--- config.mk ---
export PLATFORM = sky130hd
export DESIGN_NAME = branch_redirect
export DESIGN_NICKNAME = d
export VERILOG_FILES = /design/src/rtl/riscv_pkg.sv /design/src/rtl/br_cmp.sv /design/src/rtl/branch_redirect.sv
export SDC_FILE = /design/constraint.sdc
export NUM_CORES = 1
export LEC_CHECK = 0
export ABC_AREA = 0
export BUFFER_PORTS_ARGS = -buffer_cell sky130_fd_sc_hd__buf_2
export CAP_MARGIN = 25
export CORE_ASPECT_RATIO = 0.75
export CORE_MARGIN = 1.5
export CORE_UTILIZATION = 55
export DETAILED_ROUTE_END_ITERATION = 12
export PLACE_DENSITY = 0.82
export SLEW_MARGIN = 20
export SYNTH_ARGS = -nofsm -noshare
export SYNTH_HDL_FRONTEND = slang
export SYNTH_SLANG_ARGS = --single-unit
--- constraint.sdc ---
create_clock -name clk -period 2.77 [get_ports clk]
set_clock_uncertainty 0.1 [all_clocks]
set_input_delay 0.4155 -clock clk [delete_from_list [all_inputs] [get_ports clk]]
set_output_delay 0.4155 -clock clk [all_outputs]
set_load 0.02 [all_outputs]
--- src/rtl/riscv_pkg.sv ---
// riscv_pkg -- shared RV32 constants for the branch redirect block.
//   Holds the control-transfer opcodes (BRANCH, JAL, JALR), the B-type
//   funct3 comparison encodings, and the redirect FSM state encoding.
//   This package has no ports.
package riscv_pkg;

  localparam logic [6:0] OPC_BRANCH = 7'b1100011;
  localparam logic [6:0] OPC_JAL    = 7'b1101111;
  localparam logic [6:0] OPC_JALR   = 7'b1100111;

  localparam logic [2:0] F3_BEQ  = 3'b000;
  localparam logic [2:0] F3_BNE  = 3'b001;
  localparam logic [2:0] F3_BLT  = 3'b100;
  localparam logic [2:0] F3_BGE  = 3'b101;
  localparam logic [2:0] F3_BLTU = 3'b110;
  localparam logic [2:0] F3_BGEU = 3'b111;

  typedef enum logic [1:0] {
    ST_IDLE  = 2'd0,
    ST_REDIR = 2'd1,
    ST_FLUSH = 2'd2
  } state_t;

endpackage

--- src/rtl/br_cmp.sv ---
// br_cmp -- combinational branch condition evaluator.
//   funct3 : B-type comparison select
//   rs1    : first operand (32 bits)
//   rs2    : second operand (32 bits)
//   taken  : 1 when the selected condition holds; reserved funct3 codes
//            (010, 011) never resolve taken
module br_cmp
  import riscv_pkg::*;
(
  input  logic [2:0]  funct3,
  input  logic [31:0] rs1,
  input  logic [31:0] rs2,
  output logic        taken
);

  logic signed [31:0] rs1_s;
  logic signed [31:0] rs2_s;

  assign rs1_s = $signed(rs1);
  assign rs2_s = $signed(rs2);

  always_comb begin
    taken = 1'b0;
    case (funct3)
      F3_BEQ:  taken = (rs1 == rs2);
      F3_BNE:  taken = (rs1 != rs2);
      F3_BLT:  taken = (rs1_s <  rs2_s);
      F3_BGE:  taken = (rs1_s >= rs2_s);
      F3_BLTU: taken = (rs1 <  rs2);
      F3_BGEU: taken = (rs1 >= rs2);
      default: taken = 1'b0;
    endcase
  end

endmodule

--- src/rtl/branch_redirect.sv ---
// branch_redirect -- EX-stage branch/jump resolution and fetch redirect.
//   Predict-not-taken: a taken B-type, JAL or JALR raises a redirect to
//   fetch one cycle after acceptance, holds it until fetch accepts, then
//   asserts flush for FLUSH_CYCLES cycles to kill younger IF/ID work.
//
//   Parameter FLUSH_CYCLES (1..15): number of cycles flush stays high.
//   Ports:
//     clk, rst          clock, asynchronous active-high reset
//     ex_valid/ex_ready EX instruction handshake (ready only when idle)
//     ex_inst, ex_pc    instruction word and its PC
//     rs1_val, rs2_val  forwarded operands
//     redir_valid/redir_ready/redir_pc  redirect request to fetch
//     link_val          registered pc+4 of the last accepted JAL/JALR
//     flush             kill IF/ID instructions younger than the redirect
//     taken_cnt         (only with BR_STATS_EN defined) saturating 16-bit
//                       count of redirects accepted by fetch
//
//   Build option: define BR_STATS_EN to add the taken_cnt port and counter.
module branch_redirect
  import riscv_pkg::*;
#(
  parameter int unsigned FLUSH_CYCLES = 2
) (
  input  logic        clk,
  input  logic        rst,
  input  logic        ex_valid,
  output logic        ex_ready,
  input  logic [31:0] ex_inst,
  input  logic [31:0] ex_pc,
  input  logic [31:0] rs1_val,
  input  logic [31:0] rs2_val,
  output logic        redir_valid,
  input  logic        redir_ready,
  output logic [31:0] redir_pc,
  output logic [31:0] link_val,
  output logic        flush
`ifdef BR_STATS_EN
  ,
  output logic [15:0] taken_cnt
`endif
);

  localparam logic [3:0] FLUSH_CNT = 4'(FLUSH_CYCLES);

  logic [6:0]         opcode;
  logic [2:0]         funct3;
  logic signed [31:0] imm_b;
  logic signed [31:0] imm_j;
  logic signed [31:0] imm_i;
  logic [31:0]        br_target;
  logic [31:0]        jal_target;
  logic [31:0]        jalr_target;
  logic [31:0]        target;
  logic [31:0]        link_next;
  logic               is_branch;
  logic               is_jal;
  logic               is_jalr;
  logic               br_taken;
  logic               take;
  logic               accept;

  state_t             state_q;
  state_t             state_d;
  logic [3:0]         cnt_q;
  logic [3:0]         cnt_d;

  // Decode and target generation (combinational, EX stage)
  assign opcode = ex_inst[6:0];
  assign funct3 = ex_inst[14:12];

  assign imm_b = {{19{ex_inst[31]}}, ex_inst[31], ex_inst[7],
                  ex_inst[30:25], ex_inst[11:8], 1'b0};
  assign imm_j = {{11{ex_inst[31]}}, ex_inst[31], ex_inst[19:12],
                  ex_inst[20], ex_inst[30:21], 1'b0};
  assign imm_i = {{20{ex_inst[31]}}, ex_inst[31:20]};

  // All address sums wrap modulo 2^32; no overflow is reported.
  assign br_target   = ex_pc + $unsigned(imm_b);
  assign jal_target  = ex_pc + $unsigned(imm_j);
  assign jalr_target = (rs1_val + $unsigned(imm_i)) & ~32'd1;
  assign link_next   = ex_pc + 32'd4;

  assign is_branch = (opcode == OPC_BRANCH);
  assign is_jal    = (opcode == OPC_JAL);
  assign is_jalr   = (opcode == OPC_JALR);

  br_cmp u_br_cmp (
    .funct3 (funct3),
    .rs1    (rs1_val),
    .rs2    (rs2_val),
    .taken  (br_taken)
  );

  assign take   = (is_branch & br_taken) | is_jal | is_jalr;
  assign accept = ex_valid & ex_ready;

  always_comb begin
    target = br_target;
    if (is_jal) begin
      target = jal_target;
    end else if (is_jalr) begin
      target = jalr_target;
    end
  end

  // Redirect FSM
  always_ff @(posedge clk or posedge rst) begin
    if (rst) begin
      state_q <= ST_IDLE;
      cnt_q   <= 4'd0;
    end else begin
      state_q <= state_d;
      cnt_q   <= cnt_d;
    end
  end

  always_comb begin
    state_d     = state_q;
    cnt_d       = cnt_q;
    ex_ready    = 1'b0;
    redir_valid = 1'b0;
    flush       = 1'b0;
    case (state_q)
      ST_IDLE: begin
        ex_ready = 1'b1;
        if (ex_valid && take) begin
          state_d = ST_REDIR;
        end
      end
      ST_REDIR: begin
        redir_valid = 1'b1;
        if (redir_ready) begin
          state_d = ST_FLUSH;
          cnt_d   = FLUSH_CNT;
        end
      end
      ST_FLUSH: begin
        flush = 1'b1;
        // The cycle in which the count reaches 1 is the last flush cycle.
        if (cnt_q <= 4'd1) begin
          state_d = ST_IDLE;
          cnt_d   = 4'd0;
        end else begin
          cnt_d = cnt_q - 4'd1;
        end
      end
      default: begin
        state_d = ST_IDLE;
        cnt_d   = 4'd0;
      end
    endcase
  end

  // Redirect target and link registers, loaded only on a taken accept
  always_ff @(posedge clk or posedge rst) begin
    if (rst) begin
      redir_pc <= 32'd0;
      link_val <= 32'd0;
    end else if (accept && take) begin
      redir_pc <= target;
      if (is_jal || is_jalr) begin
        link_val <= link_next;
      end
    end
  end

`ifdef BR_STATS_EN
  function automatic logic [15:0] sat_inc(input logic [15:0] v);
    return (v == 16'hFFFF) ? v : v + 16'd1;
  endfunction

  always_ff @(posedge clk or posedge rst) begin
    if (rst) begin
      taken_cnt <= 16'd0;
    end else if (redir_valid && redir_ready) begin
      taken_cnt <= sat_inc(taken_cnt);
    end
  end
`endif

endmodule

==> results of run 1 <==
per-layer routing:
metal  GRT overflow  track usage
met1              1       0.7859
met2             17       0.9269
met3              1       0.6379
met4             23       0.7564
met5              0       0.3294
synth_stat cells (all sizes together) (11+ instances only):
master | number | area (µm²)
ha | 111 | 1389
clkbuf | 41 | 153.9
xor2 | 39 | 341.6
nor2 | 89 | 334.1
a21o | 33 | 247.7
inv | 65 | 244.0
nand3 | 38 | 190.2
a211oi | 29 | 217.7
nand2b | 14 | 87.58
o211ai | 13 | 107.6
and3 | 17 | 106.4
nor3 | 20 | 105.1
nor2b | 13 | 81.33
nand4 | 23 | 158.9
dfrtp | 70 | 1752
xnor2 | 52 | 455.4
o21ai | 108 | 540.5
o31ai | 11 | 82.58
a21oi | 117 | 593.1
nand2 | 130 | 488.0
through the flow:
stage	area [µm²]	hold slack, ps
2_1_floorplan	9308	363.2
3_3_place_gp	12650	354.9
4_1_cts	13740	116.0
3_5_place_dp	12650	366.0
timing repair:
action	in CTS
endpoints found under the setup margin	29
gates cloned	5
pin swaps	60
endpoints found under the hold margin	0
gates resized for setup	119
setup buffers	17
cell families after synthesis:
kind of cell               after synthesis  synth area share
AOI/OAI and AO/OA                      392            0.2806
and+or+nand+nor                        379            0.2041
adders and majority gates              114            0.1640
buffers and inverters                  112           0.04900
xor gates and xnor gates                91           0.09021
DFF                                     70            0.1983
muxes                                   11           0.01388
==> results.py, run 1 <==
metrics = {
    "timing": {
        "postGrtWorstEndpoint": "redir_pc[11]$_DFFE_PP0P_/D",
        "worst-ep-kind": "register data pin",
    },
    "die": {
        "io_pins": 199,
        "initial_core_util": 0.5711,
        "num_rows": 39,
        "die_h_um": 112.8,
        "die_x_um": 149.3,
    },
    "synthesis": {
        "yosys_warnings": 0,
        "synth_ff_type": "dfrtp_1",
        "synthesis.area_um2": 8835,
        "synthesis.nets": 1415,
        "syn_area_per_cell_um2": 7.558,
        "syn-instance-count": 1169,
        "yosysUniqueCellTypes": 73,
        "synth-seq-cells": 70,
        "synth_edf_count": 0,
        "seq_area_frac_synth": 0.1983,
        "synthArstFlopShare": 1.000,
    },
    "outcome": {
        "stop_stage": "global routing",
        "status": "stopped before the end",
        "stop_error": "[ERROR GRT-0232] Routing congestion too high. Check the congestion heatmap in the GUI.",
    },
    "clock_tree": {
        "root_buffer": "clkbuf_16",
        "cts_buffers": 9,
        "holdBufCountCts": 0,
        "clock-sinks": 70,
        "htreeDepth": 3,
        "cts_buffer_depth": 2,
    },
    "global_routing": {
        "grt.total_usage": 0.7765,
        "grt_overflow": 42,
        "grt_max_degree": 63,
        "antenna_found_initial": 3,
    },
    "placed_design": {
        "dp_cells": 1821,
        "gp_congestion": 0.9796,
        "hpwl_um": 27050,
        "io_buffers": 198,
        "preCtsSetupSlack_ps": -495.7,
    },
}
==> inputs of run 2 (changes only) <==
--- a/config.mk
+++ b/config.mk
@@ -8,11 +8,10 @@
 export ABC_AREA = 0
 export BUFFER_PORTS_ARGS = -buffer_cell sky130_fd_sc_hd__buf_2
 export CAP_MARGIN = 25
-export CORE_ASPECT_RATIO = 0.75
 export CORE_MARGIN = 1.5
-export CORE_UTILIZATION = 55
+export CORE_UTILIZATION = 40
 export DETAILED_ROUTE_END_ITERATION = 12
-export PLACE_DENSITY = 0.82
+export PLACE_DENSITY_LB_ADDON = 0.15
 export SLEW_MARGIN = 20
 export SYNTH_ARGS = -nofsm -noshare
 export SYNTH_HDL_FRONTEND = slang
==> results.py, run 2 <==
metrics = {
    "clock_tree": {
        "clock-sinks": 70,
        "htreeDepth": 3,
        "cts_buffer_depth": 2,
        "cts_tree": "yes",
        "root_buffer": "clkbuf_16",
        "clkTransAtPathRegs_ps": 60,
        "cts_buffers": 9,
        "insertion_delay_ps": 340,
    },
    "global_routing": {
        "grt_overflow": 0,
        "grt_max_degree": 62,
        "antenna_found_initial": 0,
        "grt.total_usage": 0.2678,
        "grt_pass1_wl_um": 48700,
        "grt_pass1_vias": 9662,
    },
    "final_layout": {
        "final_common_cell": "buf_4",
        "n_fill_cell": 2008,
        "final_cells": 1916,
        "mostFrequentLayoutCells": "buf_4, buf_2, nand2_1",
        "n_antenna_cell": 0,
        "area_delta_synth_final_pct": 54.68,
        "layout-drive-gt1-share": 0.4187,
        "largestRegisters": "link_val: 32 flops, redir_pc: 32 flops, cnt_q: 4 flops",
        "nNetsFinal": 1878,
    },
    "outcome": {
        "status": "complete, but fails checks",
        "violations": "setup timing",
    },
    "die": {
        "die_h_um": 151.6,
        "die_x_um": 151.6,
        "num_rows": 54,
        "coreArea_um2": 21760,
        "initial_core_util": 0.4061,
        "die_area_um2": 22990,
        "io_pins": 199,
    },
    "pwr": {
        "power.density_cell_area_nw_per_um2": 425.0,
        "ir_worst_vdd_mv": 0.3096,
        "p_leak_nw": 6.706,
        "p_total_w": 0.005808,
    },
    "timing": {
        "hold_slack_ps": 54.55,
        "timing.slew.headroom": 0.6285,
        "setup_violations": 13,
        "max_freq_mhz": 356.3,
        "rsz0062_at_grt": "yes",
        "finalHoldViolCount": 0,
        "setup-tns-final_ps": -196.2,
        "finalCritPeriodShare": 1.013,
        "maxSlewViolCount": 0,
        "finalWorstSetupSlack_ps": -36.58,
        "worst_pin_slew_ps": 557.2,
        "min_period_ps": 2807,
    },
    "detailed_routing": {
        "vias": 10270,
        "ant_nets": 0,
        "drtPass1Iterations": 5,
        "drc": 0,
        "viasPerCell": 5.362,
        "route.detailed.wl_per_inst_um": 16.33,
        "drt-total-wl_um": 31280,
        "drt-initial-drc-count": 530,
    },
    "placed_design": {
        "io_buffers": 198,
        "dp_cells": 1891,
        "hpwl_um": 25340,
        "gp_congestion": 0.9064,
    },
    "synthesis": {
        "yosys.area.top_type_share": 0.1983,
        "yosys_warnings": 0,
        "seq_area_frac_synth": 0.1983,
        "synth_common_cells": "nand2_1, a21oi_1, ha_1",
        "synthesis.nets": 1415,
        "synth_ff_type": "dfrtp_1",
        "synth_edf_count": 0,
        "synth_top_area_cell": "dfrtp_1",
        "synth-seq-cells": 70,
        "synthesis.area_um2": 8835,
        "syn-instance-count": 1169,
        "yosysMostFrequentCell": "nand2_1",
        "yosysUniqueCellTypes": 73,
        "synth.area.top_cells": "dfrtp_1, ha_1, a21oi_1",
        "synthArstFlopShare": 1.000,
        "syn_area_per_cell_um2": 7.558,
    },
    "worst_setup_path": {
        "crit_type": "in -> reg",
        "required_ps": 2900,
        "crit_fanout": 19,
        "cp-start-kind": "input port",
        "endpoint_kind": "flip-flop",
        "critPathArrivalTime_ps": 2930,
    },
    "run": {
        "max-cap-violations": 0,
    },
    "worst_hold_path": {
        "hp-class": "in -> async",
    },
}
## run 2: cell counts after synthesis
No cell type changed its count.
## run 2: logic make-up after synthesis
kind of cell	Yosys count	share of synthesized area
AND/OR/NAND/NOR	379	0.2041
flip-flops	70	0.1983
XOR/XNOR	91	0.09021
adder cells (fa/ha/maj)	114	0.1640
multiplexers	11	0.01388
buffers and inverters	112	0.04900
AO/OA/AOI/OAI	392	0.2806
## run 2: cell type report
type,count,area (µm²),share of cell area
clock buffers,10,239.0,0.01749
inverters,65,276.5,0.02023
well taps,280,350.3,0.02564
flip-flops and latches,70,1752,0.1282
multi-input cells,987,7503,0.5491
clock inverters,5,82.58,0.006043
repair buffers,499,3462,0.2533
## run 2: critical path, stage by stage
cell and delay [ps]:
buf_8 100, ha_4 260, nand4_1 160, nor4_4 290, buf_4 160, a21oi_2 50, a21oi_2 180, nor3_4 70
mux2_4 330, o211ai_4 220, nand4_4 160, buf_12 220, mux2_4 300
## run 2: metal layers
metal | part of all wire | global-route usage | up-vias
met1 | 0.47 | 0.3748 | 4742
met3 | 0.066 | 0.04132 | 34
li1 | - | - | 5187
met2 | 0.45 | 0.4357 | 310
met4 | 0.014 | 0.05240 | 0
met5 | 0 | 0 | -
## run 2: metrics by stage
| stage | utilization | setup WS, ps | area [µm²] |
|---|---|---|---|
| global placement | 0.5836 | -582.0 | 12700 |
| floorplan | - | -48.96 | 9308 |
| CTS | 0.6058 | -61.15 | 13180 |
| global route | 0.6281 | -156.6 | 13670 |
| detailed placement | 0.5836 | -570.1 | 12700 |
| finish | 0.6281 | -36.58 | 13670 |
## run 2: final timing paths
kind | start | to | slack, ps | cells past startpoint
worst max-delay path | rs1_val[17] | redir_pc[18]$_DFFE_PP0P_ | -40 | 13
worst min-delay path | rst | link_val[12]$_DFFE_PP0P_ | 50 | 3
worst max register to register | state_q[1]$_DFFE_PP0P_ | cnt_q[2]$_DFFE_PP0P_ | 740 | 5
worst min register to register | link_val[31]$_DFFE_PP0P_ | link_val[31]$_DFFE_PP0P_ | 370 | 2
max in group asynchronous | rst | redir_pc[16]$_DFFE_PP0P_ | 2070 | 3
min in group clk | ex_pc[0] | redir_pc[0]$_DFFE_PP0P_ | 210 | 3
## run 2: power breakdown
| group | total [W] | internal (W) | switching, W |
|---|---|---|---|
| combinational | 0.00312 | 0.00142 | 0.00170 |
| clock | 0.00130 | 0.000812 | 0.000483 |
| sequential | 0.00139 | 0.00125 | 0.000146 |
## run 2: repair_timing
action,CTS,global route
cloned,0,3
resized for setup,36,94
hold buffers,0,0
pin swaps,14,28
setup buffers,2,6
endpoints found under the setup margin,30,32
Power figures use the tool's default switching activity.
